**src/rtl/ifu_pc_gen_pkg.sv**
```systemverilog
// Shared encodings and constants for the instruction-fetch PC generator.
// Also provides the IM window upper bound helper used by the legality check.
package ifu_pc_gen_pkg;

    localparam logic [1:0] NPC_SEQ = 2'd0;
    localparam logic [1:0] NPC_BR  = 2'd1;
    localparam logic [1:0] NPC_J   = 2'd2;
    localparam logic [1:0] NPC_JR  = 2'd3;

    localparam logic [31:0] PC_RESET_DEFAULT = 32'h0000_3000;

    typedef enum logic [1:0] {
        S_RUN   = 2'd0,
        S_HALT  = 2'd1,
        S_FAULT = 2'd2
    } state_e;

    // Address of the last legal word in the IM window.
    function automatic logic [31:0] im_last_addr(input logic [31:0] base,
                                                 input int unsigned depth);
        return base + (depth * 32'd4) - 32'd4;
    endfunction

endpackage

```
**src/rtl/ifu_pc_gen_npc_calc.sv**
```systemverilog
// Combinational next-PC mux and fetch-address legality check.
module ifu_pc_gen_npc_calc
    import ifu_pc_gen_pkg::*;
#(
    parameter logic [31:0] PC_RESET = PC_RESET_DEFAULT,
    parameter int unsigned IM_DEPTH = 1024
) (
    input  logic [31:0] i_pc,
    input  logic [1:0]  i_npc_sel,
    input  logic        i_br_taken,
    input  logic [15:0] i_imm16,
    input  logic [25:0] i_imm26,
    input  logic [31:0] i_ra_data,
    output logic [31:0] o_pc_plus4,
    output logic [31:0] o_npc,
    output logic        o_legal
);

    localparam logic [31:0] PC_LAST = im_last_addr(PC_RESET, IM_DEPTH);

    logic [31:0] w_pc_plus4;
    logic [31:0] w_br_off;
    logic [31:0] w_npc;

    assign w_pc_plus4 = i_pc + 32'd4;
    assign w_br_off   = {{14{i_imm16[15]}}, i_imm16, 2'b00};

    always_comb begin
        w_npc = w_pc_plus4;
        case (i_npc_sel)
            NPC_SEQ: w_npc = w_pc_plus4;
            NPC_BR:  w_npc = i_br_taken ? (w_pc_plus4 + w_br_off) : w_pc_plus4;
            NPC_J:   w_npc = {w_pc_plus4[31:28], i_imm26, 2'b00};
            NPC_JR:  w_npc = i_ra_data;
            default: w_npc = w_pc_plus4;
        endcase
    end

    assign o_pc_plus4 = w_pc_plus4;
    assign o_npc      = w_npc;
    assign o_legal    = (w_npc[1:0] == 2'b00) && (w_npc >= PC_RESET) && (w_npc <= PC_LAST);

endmodule

```
**src/rtl/ifu_pc_gen.sv**
```systemverilog
// Instruction-fetch PC generator: PC register, RUN/HALT/FAULT state and fetch counter.
// HALT and FAULT freeze all state until reset.
module ifu_pc_gen
    import ifu_pc_gen_pkg::*;
#(
    parameter logic [31:0] PC_RESET = PC_RESET_DEFAULT,
    parameter int unsigned IM_DEPTH = 1024
) (
    input  logic        clk,
    input  logic        reset,
    input  logic        i_en,
    input  logic [1:0]  i_npc_sel,
    input  logic        i_br_taken,
    input  logic [15:0] i_imm16,
    input  logic [25:0] i_imm26,
    input  logic [31:0] i_ra_data,
    input  logic        i_halt_req,
    output logic [31:0] o_pc,
    output logic [31:0] o_pc_plus4,
    output logic [31:0] o_npc,
    output logic        o_pc_err,
    output logic        o_halted,
    output logic [31:0] o_instr_cnt
);

    state_e      r_state;
    logic [31:0] r_pc;
    logic [31:0] r_instr_cnt;
    logic        r_pc_err;
    logic        r_halted;
    logic        w_legal;

    ifu_pc_gen_npc_calc #(
        .PC_RESET (PC_RESET),
        .IM_DEPTH (IM_DEPTH)
    ) u_npc_calc (
        .i_pc       (r_pc),
        .i_npc_sel  (i_npc_sel),
        .i_br_taken (i_br_taken),
        .i_imm16    (i_imm16),
        .i_imm26    (i_imm26),
        .i_ra_data  (i_ra_data),
        .o_pc_plus4 (o_pc_plus4),
        .o_npc      (o_npc),
        .o_legal    (w_legal)
    );

    always_ff @(posedge clk) begin
        if (reset) begin
            r_state     <= S_RUN;
            r_pc        <= PC_RESET;
            r_instr_cnt <= 32'd0;
            r_pc_err    <= 1'b0;
            r_halted    <= 1'b0;
        end else begin
            case (r_state)
                S_RUN: begin
                    // halt_req wins over both the PC load and the legality check
                    if (i_en) begin
                        if (i_halt_req) begin
                            r_state  <= S_HALT;
                            r_halted <= 1'b1;
                        end else if (!w_legal) begin
                            r_state  <= S_FAULT;
                            r_halted <= 1'b1;
                            r_pc_err <= 1'b1;
                        end else begin
                            r_pc        <= o_npc;
                            r_instr_cnt <= r_instr_cnt + 32'd1;
                        end
                    end
                end
                default: ;
            endcase
        end
    end

    assign o_pc        = r_pc;
    assign o_pc_err    = r_pc_err;
    assign o_halted    = r_halted;
    assign o_instr_cnt = r_instr_cnt;

endmodule
```
**config.mk**
```make
export PLATFORM = sky130hd
export DESIGN_NAME = ifu_pc_gen
export DESIGN_NICKNAME = d
export VERILOG_FILES = /design/src/rtl/ifu_pc_gen_pkg.sv /design/src/rtl/ifu_pc_gen_npc_calc.sv /design/src/rtl/ifu_pc_gen.sv
export SDC_FILE = /design/constraint.sdc
export NUM_CORES = 1
export LEC_CHECK = 0
export BUFFER_PORTS_ARGS = -buffer_cell sky130_fd_sc_hd__buf_4
export CORE_AREA = 2 2 154 96
export CTS_BUF_LIST = sky130_fd_sc_hd__clkbuf_4 sky130_fd_sc_hd__clkbuf_8
export CTS_CLUSTER_SIZE = 16
export DETAILED_ROUTE_END_ITERATION = 6
export DIE_AREA = 0 0 156 98
export GPL_ROUTABILITY_DRIVEN = 0
export PLACE_DENSITY = 0.75
export SLEW_MARGIN = 20
export SYNTH_ARGS = -nofsm -noshare
export SYNTH_HDL_FRONTEND = slang
export SYNTH_HIERARCHICAL = 1
export SYNTH_SLANG_ARGS = --single-unit
```
**constraint.sdc**
```tcl
create_clock -name clk -period 6.3 [get_ports clk]
set_input_delay 0.63 -clock clk [delete_from_list [all_inputs] [get_ports clk]]
set_output_delay 0.63 -clock clk [all_outputs]
set_load 0.03 [all_outputs]
```
==> impl_metrics.ini, run 1 <==
[place]
dp_hpwl_um = 20100
post-place-ws_ns = -0.0934
io_buffers = 210
placed_area_um2 = 8370
place_inst = 1244

[global_route]
grt.overflow.total = 0
grt_start_max_net_pins = 70
grt.met3_usage_pct = 11.4
grt_pass1_wl_um = 38700
grt_most_used_layer = met1
grt.total_usage_pct = 32.4
grtUsageMet1_pct = 49.6
antenna_found_initial = 0
grt_use_met2_pct = 43.0
grt_pass1_vias = 6778

[layout]
final_cell_mix = 259 x buf_4, 138 x nand2_1, 95 x a21oi_1
final_common_cell = buf_4
syn_to_final_growth_pct = 44.8
num_antenna_cells = 0
layout-drive-gt1-share_pct = 35.0
final_nets = 1200
final_cells = 1270
design_area_um2 = 8890

[power_and_ir_drop]
leakagePower_nw = 3.76
powerDensity_nw_per_um2 = 121
power.share.sequential_pct = 40.0
p_sw_share_pct = 35.3
switching_power_w = 0.000381
p_clk_share_pct = 31.8
combPwrFrac_pct = 28.2
peakVddDrop_mv = 0.142
total_power_w = 0.00108
p_int_w = 0.000698

[route]
vias = 7862
drc = 0
avgRoutedWirePerCell_um = 20.7
drtAntennaViolNets = 0
vias_per_cell = 6.19
drt-initial-drc-count = 890
dr.pass1.iters = 5
wirelength_um = 26300

[floorplan]
io_pins = 211
die-height_um = 98
die_area_um2 = 15300
num_rows = 34
core_um2 = 14000
start_util_pct = 43.9
chipWidth_um = 156

[worst_setup_path]
required_ns = 6.55
path_class = flip-flop to flip-flop
crit_path_max_fanout = 17
cp.arrival_ns = 6.59
reg2reg_to = o_instr_cnt[31]
critPathMaxStageDelay_ns = 0.68
reg2reg_depth = 21
critPathSlowestCell = or4_4
path_cells = ha_4, nand4_1, or4_4, nor2b_1, xor2_2, ha_2, a41oi_1, o21ai_1, o41ai_2, a31o_1, xor2_2, o21ai_2, a211o_1, or4b_1, or4_4, nor4_4, buf_4, nand3b_1, or4_4, nor4_2, mux2_2
ff2ff_setup_slack_ns = -0.04
critPathMostFrequentCell = or4_4
cp_top_family = simple AND/OR/NAND/NOR gates
end_kind = flip-flop
path_buf_inv = 1
r2r_start = o_pc[3]
start_kind = flip-flop

[sta]
setup_ws_ns = -0.0439
clock_skew_ns = 0.0121
slew_headroom_pct = 48.8
rsz0062_at_grt = yes
finalCritPeriodShare_pct = 101
fin_setup_tns_ns = -0.124
min_period_ns = 6.34
timing.fmax_mhz = 158
setup_viol_count_final = 6
slew_viol_final = 0
worst_pin_slew_ns = 0.768
hold_viol = 0

[hold_path]
holdPathStages = 2
min_to = o_pc_err
min_from = o_pc_err
hold_path.class = flip-flop to flip-flop

[synthesis]
netlist_instances = 856
synth_cell_types = 77
ys_seq_elements = 68
yosysSeqAreaShare_pct = 22.2
syn_avg_cell_area_um2 = 7.17
synth_ff_type = dfxtp_1
async_reset_ff_share_pct = 0
synthesis.area_um2 = 6140
synth_warnings = 6
synth_edf_count = 0
syn_nets = 971

[cts]
cts_tree = done
htree_levels = 3
cts_made_buffers = 9
clkLatencyLatePin_ns = 0.35
cts.sink_count = 68
clk_pin_slew_ns = 0.09
clock_path_buffers = 2
root_buffer = clkbuf_8

[outcome]
failed_checks = setup timing
status = finished with violations

[flow_run]
max_cap_viol_count = 0
cell usage after synthesis (4+ instances only):
master	instances	area [um2]
nand2_1	139	522
a21oi_1	105	526
dfxtp_1	68	1360
nor2_1	66	248
o21ai_0	42	210
ha_1	33	413
clkbuf_1	31	116
xnor2_1	30	263
nand3_1	27	135
inv_1	25	93.8
xor2_1	24	210
or4_1	22	165
nand4_1	17	106
o31ai_1	16	120
or3_1	12	75.1
a21o_1	11	82.6
nand2b_1	11	68.8
nor3_1	11	55.1
o21ai_1	10	50.1
nor2b_1	9	56.3
and3_1	8	50.1
o211ai_1	7	52.6
o221ai_1	7	61.3
a22oi_1	6	45.0
buf_1	6	22.5
nor4_1	6	37.5
a211oi_1	5	37.5
a221oi_1	5	43.8
a31oi_1	5	31.3
and2_1	5	31.3
mux4_2	5	113
o21a_1	5	37.5
a41oi_1	4	35.0
mux2i_1	4	40.0
or2_2	4	25.0
registers in the layout, indices dropped and copies added, names as in the netlist:
| name | count |
|---|---|
| o_halted | 1 |
| o_instr_cnt | 32 |
| o_pc | 32 |
| o_pc_err | 1 |
| r_state | 2 |
cell families after synthesis:
| logic type | count (synthesis) | synth area share (%) |
|---|---|---|
| flops | 68 | 22.2 |
| xor+xnor | 54 | 7.70 |
| mux | 12 | 3.10 |
| buf+inv | 70 | 4.55 |
| fa+ha+maj | 34 | 7.05 |
| simple gates | 355 | 28.3 |
| compound gates | 263 | 27.2 |
power groups by stage:
stage          Clock, W  Sequential, W  Combinational, W
2_1_floorplan         0       0.000444          0.000162
3_3_place_gp          0       0.000442          0.000287
3_5_place_dp          0       0.000442          0.000288
4_1_cts        0.000351       0.000432          0.000290
5_1_grt        0.000372       0.000432          0.000319
6_report       0.000343       0.000432          0.000304
cell type report:
type / instances / area [um2]
fill: 1265 / 5110
clock inverter: 7 / 56.3
clock buffer: 9 / 124
sequential: 68 / 1380
timing repair buffer: 262 / 2010
multi-input combinational: 718 / 4990
tap: 180 / 225
inverter: 26 / 97.6
routing by layer:
metal / vias to the layer above / part of all wire (%) / wire (um)
met5: - / 0 / 0
met4: 0 / 1.8 / 463
met3: 54 / 13 / 3550
met2: 484 / 40 / 10500
met1: 3710 / 45 / 11800
li1: 3614 / - / -
through the flow:
step                      util [%]  hold WS, ns
after floorplan                  -        0.448
after CTS                     61.2        0.463
after detailed placement      59.8        0.442
after global routing          63.5        0.473
final                         63.5        0.454
after global placement        59.8        0.440
how the worst max path moves through the flow:
stage | startpoint | to | cells after the start
finish | o_pc[3] | o_instr_cnt[31] | 21
CTS | o_pc[3] | o_instr_cnt[16] | 22
detailed placement | o_pc[3] | o_instr_cnt[16] | 22
floorplan | o_pc[2] | o_instr_cnt[31] | 22
global placement | o_pc[3] | o_instr_cnt[28] | 22
global route | o_pc[3] | o_instr_cnt[31] | 21
worst register-to-register path: cells and delay by family, from the launching register on:
| family | cells | cell delay [ns] |
|---|---|---|
| simple gates | 9 | 3.27 |
| compound gates | 6 | 1.10 |
| fa+ha+maj | 2 | 0.50 |
| xor+xnor | 2 | 0.45 |
| flops | 1 | 0.38 |
| mux | 1 | 0.36 |
| buf+inv | 1 | 0.17 |
repair_timing:
item                                    in CTS  in global routing
resized for setup                            4                 48
hold buffers                                 0                  0
gates cloned                                 0                  1
buffers inserted                             0                 10
pin swaps                                    0                 26
endpoints found under the setup margin      11                 24
(Power assumes the default switching activity.)
==> run 2: changes to the inputs <==
--- a/config.mk
+++ b/config.mk
@@ -6,13 +6,15 @@
 export NUM_CORES = 1
 export LEC_CHECK = 0
 export BUFFER_PORTS_ARGS = -buffer_cell sky130_fd_sc_hd__buf_4
-export CORE_AREA = 2 2 154 96
+export CELL_PAD_IN_SITES_DETAIL_PLACEMENT = 0
+export CELL_PAD_IN_SITES_GLOBAL_PLACEMENT = 1
+export CORE_AREA = 2 2 180 111
 export CTS_BUF_LIST = sky130_fd_sc_hd__clkbuf_4 sky130_fd_sc_hd__clkbuf_8
 export CTS_CLUSTER_SIZE = 16
 export DETAILED_ROUTE_END_ITERATION = 6
-export DIE_AREA = 0 0 156 98
+export DIE_AREA = 0 0 182 113
 export GPL_ROUTABILITY_DRIVEN = 0
-export PLACE_DENSITY = 0.75
+export PLACE_DENSITY = 0.78
 export SLEW_MARGIN = 20
 export SYNTH_ARGS = -nofsm -noshare
 export SYNTH_HDL_FRONTEND = slang
==> run 2 against run 1 <==
The flow now finishes without violations. Critical path type unchanged. Worst hold slack better by 0.020 ns. Largest power group unchanged. Core utilization is 14 points lower. Final area up 4.9%. Register-to-register slack improved by 0.09 ns. Clock-buffer cell count unchanged. Power is 3.1% higher. Die area rose by 35%.
==> impl_metrics.ini, run 2 (same netlist as run 1, synthesis figures left out) <==
[sta]
slew_headroom_pct = 44.2
slew_viol_final = 0
setup_viol_count_final = 0
worst_pin_slew_ns = 0.828
timing.fmax_mhz = 160
hold_viol = 0
rsz0062_at_grt = yes
clock_skew_ns = 0.0127
min_period_ns = 6.25
finalCritPeriodShare_pct = 99.2

[layout]
final_util_pct = 49.5
nFillCells = 1884
multiInputGateArea_um2 = 5130
final_common_cell = buf_4
final_nets = 1224
syn_to_final_growth_pct = 51.8
num_antenna_cells = 0
final_cell_mix = 281 x buf_4, 137 x nand2_1, 96 x a21oi_1
layout-drive-gt1-share_pct = 38.0
register_area_um2 = 1410

[cts]
cts_made_buffers = 9
cts_tree = done
clk_pin_slew_ns = 0.08
cts.sink_count = 68
clkLatencyLatePin_ns = 0.36
htree_levels = 3
clock_path_buffers = 2
root_buffer = clkbuf_8

[route]
met1_length_um = 14000
dr.pass1.iters = 5
vias_per_cell = 5.60
wirelength_um = 27900
drtAntennaViolNets = 0
drt-initial-drc-count = 731
avgRoutedWirePerCell_um = 20.5
wl_met2_um = 10900
top_layer = met4
detailroute.wirelength.met3_um = 2570
drc = 0
vias = 7617

[power_and_ir_drop]
peakVddDrop_mv = 0.119
leakagePower_nw = 3.92
total_power_w = 0.00111
powerDensity_nw_per_um2 = 119

[global_route]
antenna_found_initial = 0
grt.total_usage_pct = 26.2
grt_pass1_wl_um = 41300
grt.overflow.total = 0
grt_start_max_net_pins = 70
grt_pass1_vias = 6855

[floorplan]
start_util_pct = 32.6
die-height_um = 113
die_area_um2 = 20600
core_um2 = 18800
io_pins = 211
num_rows = 39
chipWidth_um = 182

[flow_run]
max_cap_viol_count = 0

[worst_setup_path]
path_class = flip-flop to flip-flop
ff2ff_setup_slack_ns = 0.05
cp.arrival_ns = 6.53
crit_path_max_fanout = 18
required_ns = 6.58
start_kind = flip-flop
end_kind = flip-flop

[place]
dp_hpwl_um = 22100
io_buffers = 210

[outcome]
status = finished, final reports clean

[hold_path]
hold_path.class = flip-flop to flip-flop
## run 2: cell types whose count changed in the layout (fill, tap and decap cells not counted), sizes merged
cell    delta
buf       +25
bufinv     +1
clkbuf     -1
inv        -1
## run 2: power by group
| group | total [W] | internal, W | switching (W) |
|---|---|---|---|
| clock | 0.000369 | 0.000185 | 0.000184 |
| combinational | 0.000316 | 0.000125 | 0.000190 |
| sequential | 0.000428 | 0.000427 | 0.00000164 |
## run 2: final cells by class
class                   count  share of cell area, %
multi-input cells         718                   55.1
repair buffers            286                   23.4
flip-flops and latches     68                   15.1
well taps                 246                   3.30
clock buffers               9                   1.33
inverters                  26                   1.05
clock inverters             7                  0.805
## run 2: worst max-delay path, stage by stage (launching register included)
cell	delay, ns
dfxtp_4	0.37
ha_2	0.19
nand4_1	0.14
buf_4	0.19
nor3_2	0.24
xor2_2	0.40
ha_4	0.29
a21oi_1	0.13
o21ai_0	0.12
a31oi_2	0.33
buf_4	0.18
nand2_1	0.07
xnor2_1	0.30
a21o_1	0.19
o2111ai_1	0.18
or4_1	0.46
or4_4	0.51
nor4_4	0.23
buf_4	0.18
nand3b_1	0.13
or4_4	0.51
buf_8	0.17
or4_1	0.49
a21oi_1	0.15
## run 2: path summary, 6_finish.rpt
kind / depth (start not counted) / startpoint / to
worst max register to register: 23 / o_pc[3] / o_instr_cnt[28]
worst min register to register: 2 / o_pc_err / o_pc_err
worst max-delay path: 23 / o_pc[3] / o_instr_cnt[28]
worst min-delay path: 2 / o_pc_err / o_pc_err
## run 2: what timing repair did
action / CTS / global route
pin swaps: 1 / 26
setup endpoints to repair: 12 / 23
setup buffers: 0 / 17
hold buffers: 0 / 0
gates cloned: 0 / 0
resized for setup: 5 / 83
## run 2: metal layers
metal / vias to the layer above / GRT usage, %
li1: 3660 / -
met1: 3609 / 41.0
met2: 316 / 35.0
met3: 32 / 6.98
met4: 0 / 5.70
met5: - / 0
## run 2: per-stage QoR
stage          hold WS, ns  area, um2  TNS, ns  std cells  setup WS, ns
5_1_grt              0.511       9320   -0.876       1360        -0.105
6_report             0.475       9320        0       1360        0.0481
4_1_cts              0.476       8810        0       1343        0.0198
3_5_place_dp         0.458       8580   -0.588       1327       -0.0952
2_1_floorplan        0.448       6440        0        856       0.00736
3_3_place_gp         0.458       8580   -0.222       1327       -0.0554
